File: config.mk
export PLATFORM = sky130hd
export DESIGN_NAME = mem_access
export DESIGN_NICKNAME = d
export VERILOG_FILES = /design/src/rtl/mem_access.sv
export SDC_FILE = /design/constraint.sdc
export NUM_CORES = 1
export LEC_CHECK = 0
export CAP_MARGIN = 20
export CORE_ASPECT_RATIO = 0.6
export CORE_MARGIN = 2
export CORE_UTILIZATION = 31
export CTS_BUF_LIST = sky130_fd_sc_hd__clkbuf_16
export DETAILED_ROUTE_END_ITERATION = 10
export GPL_ROUTABILITY_DRIVEN = 1
export GPL_TIMING_DRIVEN = 0
export PLACE_DENSITY = 0.77
export SYNTH_ARGS = -nofsm -noshare
export SYNTH_HDL_FRONTEND = slang
export SYNTH_SLANG_ARGS = --single-unit
File: constraint.sdc
create_clock -name clk -period 1.4 [get_ports clk]
set_input_delay 0.28 -clock clk [delete_from_list [all_inputs] [get_ports clk]]
set_output_delay 0.28 -clock clk [all_outputs]
set_load 0.01 [all_outputs]
File: src/rtl/mem_access.sv
// MEM pipeline stage: word-aligned, byte-strobed RAM access with stall/timeout and the MEM/WB register.
// Optional build macro MEM_ALIGN_CHECK_EN suppresses misaligned half/word accesses and flags them.
module mem_access #(
  parameter int TIMEOUT = 15
) (
  input  logic        clk,
  input  logic        rst,
  input  logic        flush,
  input  logic        mem_read_flag_in,
  input  logic        mem_write_flag_in,
  input  logic        mem_sign_ext_flag_in,
  input  logic [3:0]  mem_sel_in,
  input  logic [31:0] mem_write_data_in,
  input  logic [31:0] result_in,
  input  logic        reg_write_en_in,
  input  logic [4:0]  reg_write_addr_in,
  input  logic [31:0] current_pc_addr_in,
  output logic        ram_en,
  output logic [3:0]  ram_write_en,
  output logic [31:0] ram_addr,
  output logic [31:0] ram_write_data,
  input  logic        ram_ready,
  input  logic [31:0] ram_read_data,
  output logic        stall_req,
  output logic        mem_read_flag_out,
  output logic        mem_write_flag_out,
  output logic        mem_sign_ext_flag_out,
  output logic [3:0]  mem_sel_out,
  output logic [31:0] result_out,
  output logic        reg_write_en_out,
  output logic [4:0]  reg_write_addr_out,
  output logic [31:0] current_pc_addr_out,
  output logic [31:0] ram_read_data_out,
  output logic        bus_error_out,
  output logic        addr_error_out
);

  typedef enum logic {S_IDLE, S_WAIT} state_t;

  localparam logic [7:0] TIMEOUT_CNT = 8'(TIMEOUT);

  state_t      state_reg, state_next;
  logic [7:0]  cnt_reg, cnt_next;
  logic        memop, misaligned;
  logic        en_c, stall_c, done, abort;
  logic [3:0]  strobe;

  assign memop = mem_read_flag_in | mem_write_flag_in;

`ifdef MEM_ALIGN_CHECK_EN
  assign misaligned = memop &
                      (((mem_sel_in == 4'b0011) & result_in[0]) |
                       ((mem_sel_in == 4'b1111) & (result_in[1:0] != 2'b00)));
`else
  assign misaligned = 1'b0;
`endif

  always_ff @(posedge clk) begin
    if (rst) begin
      state_reg <= S_IDLE;
      cnt_reg   <= 8'd0;
    end else begin
      state_reg <= state_next;
      cnt_reg   <= cnt_next;
    end
  end

  // WAIT relies on EX/MEM being held by stall_req, so the live inputs are the held request.
  always_comb begin
    state_next = state_reg;
    cnt_next   = cnt_reg;
    en_c       = 1'b0;
    stall_c    = 1'b0;
    done       = 1'b0;
    abort      = 1'b0;
    case (state_reg)
      S_IDLE: begin
        if (memop && !misaligned) begin
          en_c = 1'b1;
          if (ram_ready) begin
            done = 1'b1;
          end else begin
            stall_c    = 1'b1;
            state_next = S_WAIT;
            cnt_next   = 8'd1;
          end
        end
      end
      S_WAIT: begin
        if (cnt_reg >= TIMEOUT_CNT) begin
          abort      = 1'b1;
          state_next = S_IDLE;
          cnt_next   = 8'd0;
        end else begin
          en_c = 1'b1;
          if (ram_ready) begin
            done       = 1'b1;
            state_next = S_IDLE;
            cnt_next   = 8'd0;
          end else begin
            stall_c  = 1'b1;
            cnt_next = cnt_reg + 8'd1;
          end
        end
      end
      default: begin
        state_next = S_IDLE;
        cnt_next   = 8'd0;
      end
    endcase
  end

  // Reset kills the request in the very cycle it is sampled.
  assign ram_en    = en_c & ~rst;
  assign stall_req = stall_c & ~rst;
  assign ram_addr  = {result_in[31:2], 2'b00};

  always_comb begin
    strobe         = 4'b1111;
    ram_write_data = mem_write_data_in;
    case (mem_sel_in)
      4'b0001: begin
        strobe         = 4'b0001 << result_in[1:0];
        ram_write_data = {4{mem_write_data_in[7:0]}};
      end
      4'b0011: begin
        strobe         = 4'b0011 << result_in[1:0];
        ram_write_data = {2{mem_write_data_in[15:0]}};
      end
      default: ;
    endcase
  end

  assign ram_write_en = (ram_en & mem_write_flag_in) ? strobe : 4'b0000;

  always_ff @(posedge clk) begin
    if (rst || flush || stall_req) begin
      mem_read_flag_out     <= 1'b0;
      mem_write_flag_out    <= 1'b0;
      mem_sign_ext_flag_out <= 1'b0;
      mem_sel_out           <= 4'd0;
      result_out            <= 32'd0;
      reg_write_en_out      <= 1'b0;
      reg_write_addr_out    <= 5'd0;
      current_pc_addr_out   <= 32'd0;
      ram_read_data_out     <= 32'd0;
      bus_error_out         <= 1'b0;
      addr_error_out        <= 1'b0;
    end else begin
      mem_read_flag_out     <= mem_read_flag_in & ~misaligned;
      mem_write_flag_out    <= mem_write_flag_in & ~misaligned;
      mem_sign_ext_flag_out <= mem_sign_ext_flag_in;
      mem_sel_out           <= mem_sel_in;
      result_out            <= result_in;
      reg_write_en_out      <= reg_write_en_in & ~abort & ~misaligned;
      reg_write_addr_out    <= reg_write_addr_in;
      current_pc_addr_out   <= current_pc_addr_in;
      ram_read_data_out     <= done ? ram_read_data : 32'd0;
      bus_error_out         <= abort;
      addr_error_out        <= misaligned;
    end
  end

endmodule
==> results.yml <==
power_and_ir_drop:
  power_switching_uw: 2449
  vdd_drop_max_uv: 671.4
  leakage_uw: 0.004417
  combPwrFrac_pct: 17.9
  switching_share_pct: 25.46
  report.power.total_uw: 9618
  int_pwr_uw: 7169
  pwr-share-seq_pct: 36.6
  power.share.clock_pct: 45.4
  power_density_mw_per_mm2: 966.1
synthesis:
  synth_flop_cell: "sky130_fd_sc_hd__dfxtp_1"
  synth.avg_cell_area_um2: 10.41
  synthArstFlopShare_pct: 0
  netlist-cell-type-count: 37
  total_standard_cell_area_after_synthesis_mm2: 0.004486
  synth_warnings: 0
  synth_seq_area_share_pct: 53.11
  synth_enable_flop_cells: 0
  postSynthCellCount: 431
  synth-seq-cells: 119
critical_path:
  critPathTopFamily: "simple AND/OR/NAND/NOR gates"
  worstSetupEndpointType: "output port"
  cp-start-kind: "flip-flop"
  path_max_fanout: 4
  crit_required_ns: 1.12
  critical-path-top-cell-by-count: "sky130_fd_sc_hd__buf_6"
  critical_path_class: "flip-flop to output port"
  slowest_stage: "sky130_fd_sc_hd__nor4_4"
  arrival_ns: 1.77
  crit_chain: "nor4_4 -> a21boi_4 -> buf_8 -> buf_6 -> nor3_4 -> buf_6"
  slowest_delay_ns: 0.35
  path_buf_inv: 3
final_layout:
  finish.utilization_pct: 71.76
  final_area_mm2: 0.009956
  layout-drive-gt1-share_pct: 42.24
  final_nets: 971
  nFillCells: 1027
  final_cell_mix: "sky130_fd_sc_hd__dlygate4sd2_1, sky130_fd_sc_hd__clkdlybuf4s50_1, sky130_fd_sc_hd__dfxtp_1"
  biggestRegsByFlops: "current_pc_addr_out: 32 flops, ram_read_data_out: 32 flops, result_out: 32 flops"
  num_antenna_cells: 0
  area_delta_synth_final_pct: 122.0
  mostFrequentLayoutCell: "sky130_fd_sc_hd__dlygate4sd2_1"
clock_network:
  htree_levels: 4
  clock_slew_at_the_register_clock_pins_of_the_worst_setup_and_hold_paths_ns: 0.06
  cts.root.buffer_cell: "sky130_fd_sc_hd__clkbuf_16"
  worst_skew_pair.late_latency_ns: 0.40
  tritoncts: "done"
  numCtsBuffers: 17
  ctsLongestPathBuffers: 2
  cts_num_sinks: 119
  holdBufCountCts: 0
global_route:
  globalRoute.busiestLayer: "met2"
  gr-usage-met1_pct: 28.70
  grt_overall_usage_pct: 25.11
  grtUsageMet2_pct: 45.99
  wire_length_of_the_first_global_routing_pass_um: 30040
  grtUsageMet3_pct: 6.103
  antenna_found_initial: 0
  gr-total-overflow: 0
  grt_pass1_vias: 5143
  grt_start_max_net_pins: 17
route:
  via_density_per_instance: 4.724
  via_count: 4866
  route.antenna.remaining_nets: 0
  aggregate_routed_wire_length_um: 20210
  post_dr_wirelength_cell_um: 19.62
  detailedRoute.firstPassIterationCount: 4
  drc: 0
  initial_detailed_routing_violation_count: 195
timing:
  unrepaired_setup_endpoints_after_global_routing: "yes"
  final_period_minus_worst_setup_slack_ns: 2.051
  finalSetupViolations: 136
  max_clock_skew_ns: 0.008388
  hold_violations: 0
  setup_slack_ns: -0.6506
  slew_violations: 0
  fmax_ghz: 0.4877
  period_share_pct: 146.5
floorplan:
  die_x_um: 159.3
  chipHeight_um: 97.18
  initial_utilization_pct: 32.33
  floorplan.die_area_mm2: 0.01548
  num_rows: 33
  num_io_pins: 326
  design.core.area_mm2: 0.01387
place:
  dp.final_hpwl_um: 13710
  detailed_place.area_mm2: 0.008289
  dpl_worst_slack_ns: -1.264
  portBuffers: 321
  finalWeightedCongestion: 0.8308
run:
  maxCapViolCount: 0
status:
  violations: "setup timing"
  status: "complete, but fails checks"
hold_path:
  hold_class: "input pin to flip-flop"
==> synthesized netlist by cell type, types with 3 or more instances <==
cell,instances,share of area (%)
sky130_fd_sc_hd__nor3_1,35,3.9
sky130_fd_sc_hd__nand4b_1,3,0.59
sky130_fd_sc_hd__and2_1,5,0.70
sky130_fd_sc_hd__a21oi_1,12,1.3
sky130_fd_sc_hd__nor3b_1,77,13
sky130_fd_sc_hd__clkbuf_1,17,1.4
sky130_fd_sc_hd__mux2i_1,8,1.8
sky130_fd_sc_hd__o21bai_1,3,0.50
sky130_fd_sc_hd__dfxtp_1,119,53
sky130_fd_sc_hd__nand3_1,33,3.7
sky130_fd_sc_hd__buf_2,13,1.5
sky130_fd_sc_hd__a211oi_1,4,0.67
sky130_fd_sc_hd__nand2_1,3,0.25
sky130_fd_sc_hd__nor2_1,8,0.67
sky130_fd_sc_hd__buf_6,5,1.3
sky130_fd_sc_hd__buf_4,42,7.0
sky130_fd_sc_hd__mux2_2,17,4.3
==> power by group through the flow <==
stage	Sequential [uW]	Combinational, uW	Clock [uW]
floorplan	3650	542	0
global placement	3600	1540	0
detailed placement	3600	1570	0
CTS	3520	1670	4420
global route	3530	1820	4600
finish	3530	1730	4370
==> logic make-up after synthesis <==
family	share of synthesized area (%)
simple gates	25.41
mux	6.053
other cells	0.08360
compound gates	3.738
fa+ha+maj	0.2789
buf+inv	11.32
flops	53.11
==> cell type report <==
class	instances	area, um^2	share of cell area (%)
tap	192	240.2	2.413
clock inverter	15	168.9	1.697
multi-input combinational	235	2429	24.39
timing repair buffer	378	3657	36.73
clock buffer	17	425.4	4.273
sequential	119	2390	24.00
buffer	74	645.6	6.485
==> per-stage QoR <==
step | setup TNS (ns) | hold WS (ns) | std cells
after floorplan | -6.208 | 0.3961 | 433
final | -31.25 | 0.1303 | 1030
after detailed placement | -135.87 | 0.4871 | 946
after CTS | -31.55 | 0.1203 | 1033
after global placement | -130.49 | 0.4714 | 946
after global routing | -39.71 | 0.1308 | 1030
==> path summary, 6_finish.rpt <==
kind,cells past startpoint,endpoint,from,slack [ns]
worst max-delay path,6,ram_write_en[0],cnt_reg[7]$_SDFFE_PP0P_,-0.65
worst min-delay path,2,mem_sel_out[2]$_SDFF_PP0_,mem_sel_in[2],0.13
worst max register to register,6,result_out[0]$_SDFF_PP0_,cnt_reg[7]$_SDFFE_PP0P_,-0.20
worst min register to register,1,cnt_reg[7]$_SDFFE_PP0P_,cnt_reg[7]$_SDFFE_PP0P_,0.50
==> metal layers <==
layer  wire [um]  vias up
met1        7916     2389
met5           0        -
li1            -     2264
met4         485        0
met3        1034       33
met2       10770      180
==> repair_timing <==
| item | CTS | global route |
|---|---|---|
| pin swaps | 26 | 26 |
| gates resized for setup | 489 | 104 |
| setup buffers | 45 | 12 |
| endpoints found under the setup margin | 289 | 169 |
| gates cloned | 12 | 0 |
Power figures use the tool's default switching activity.
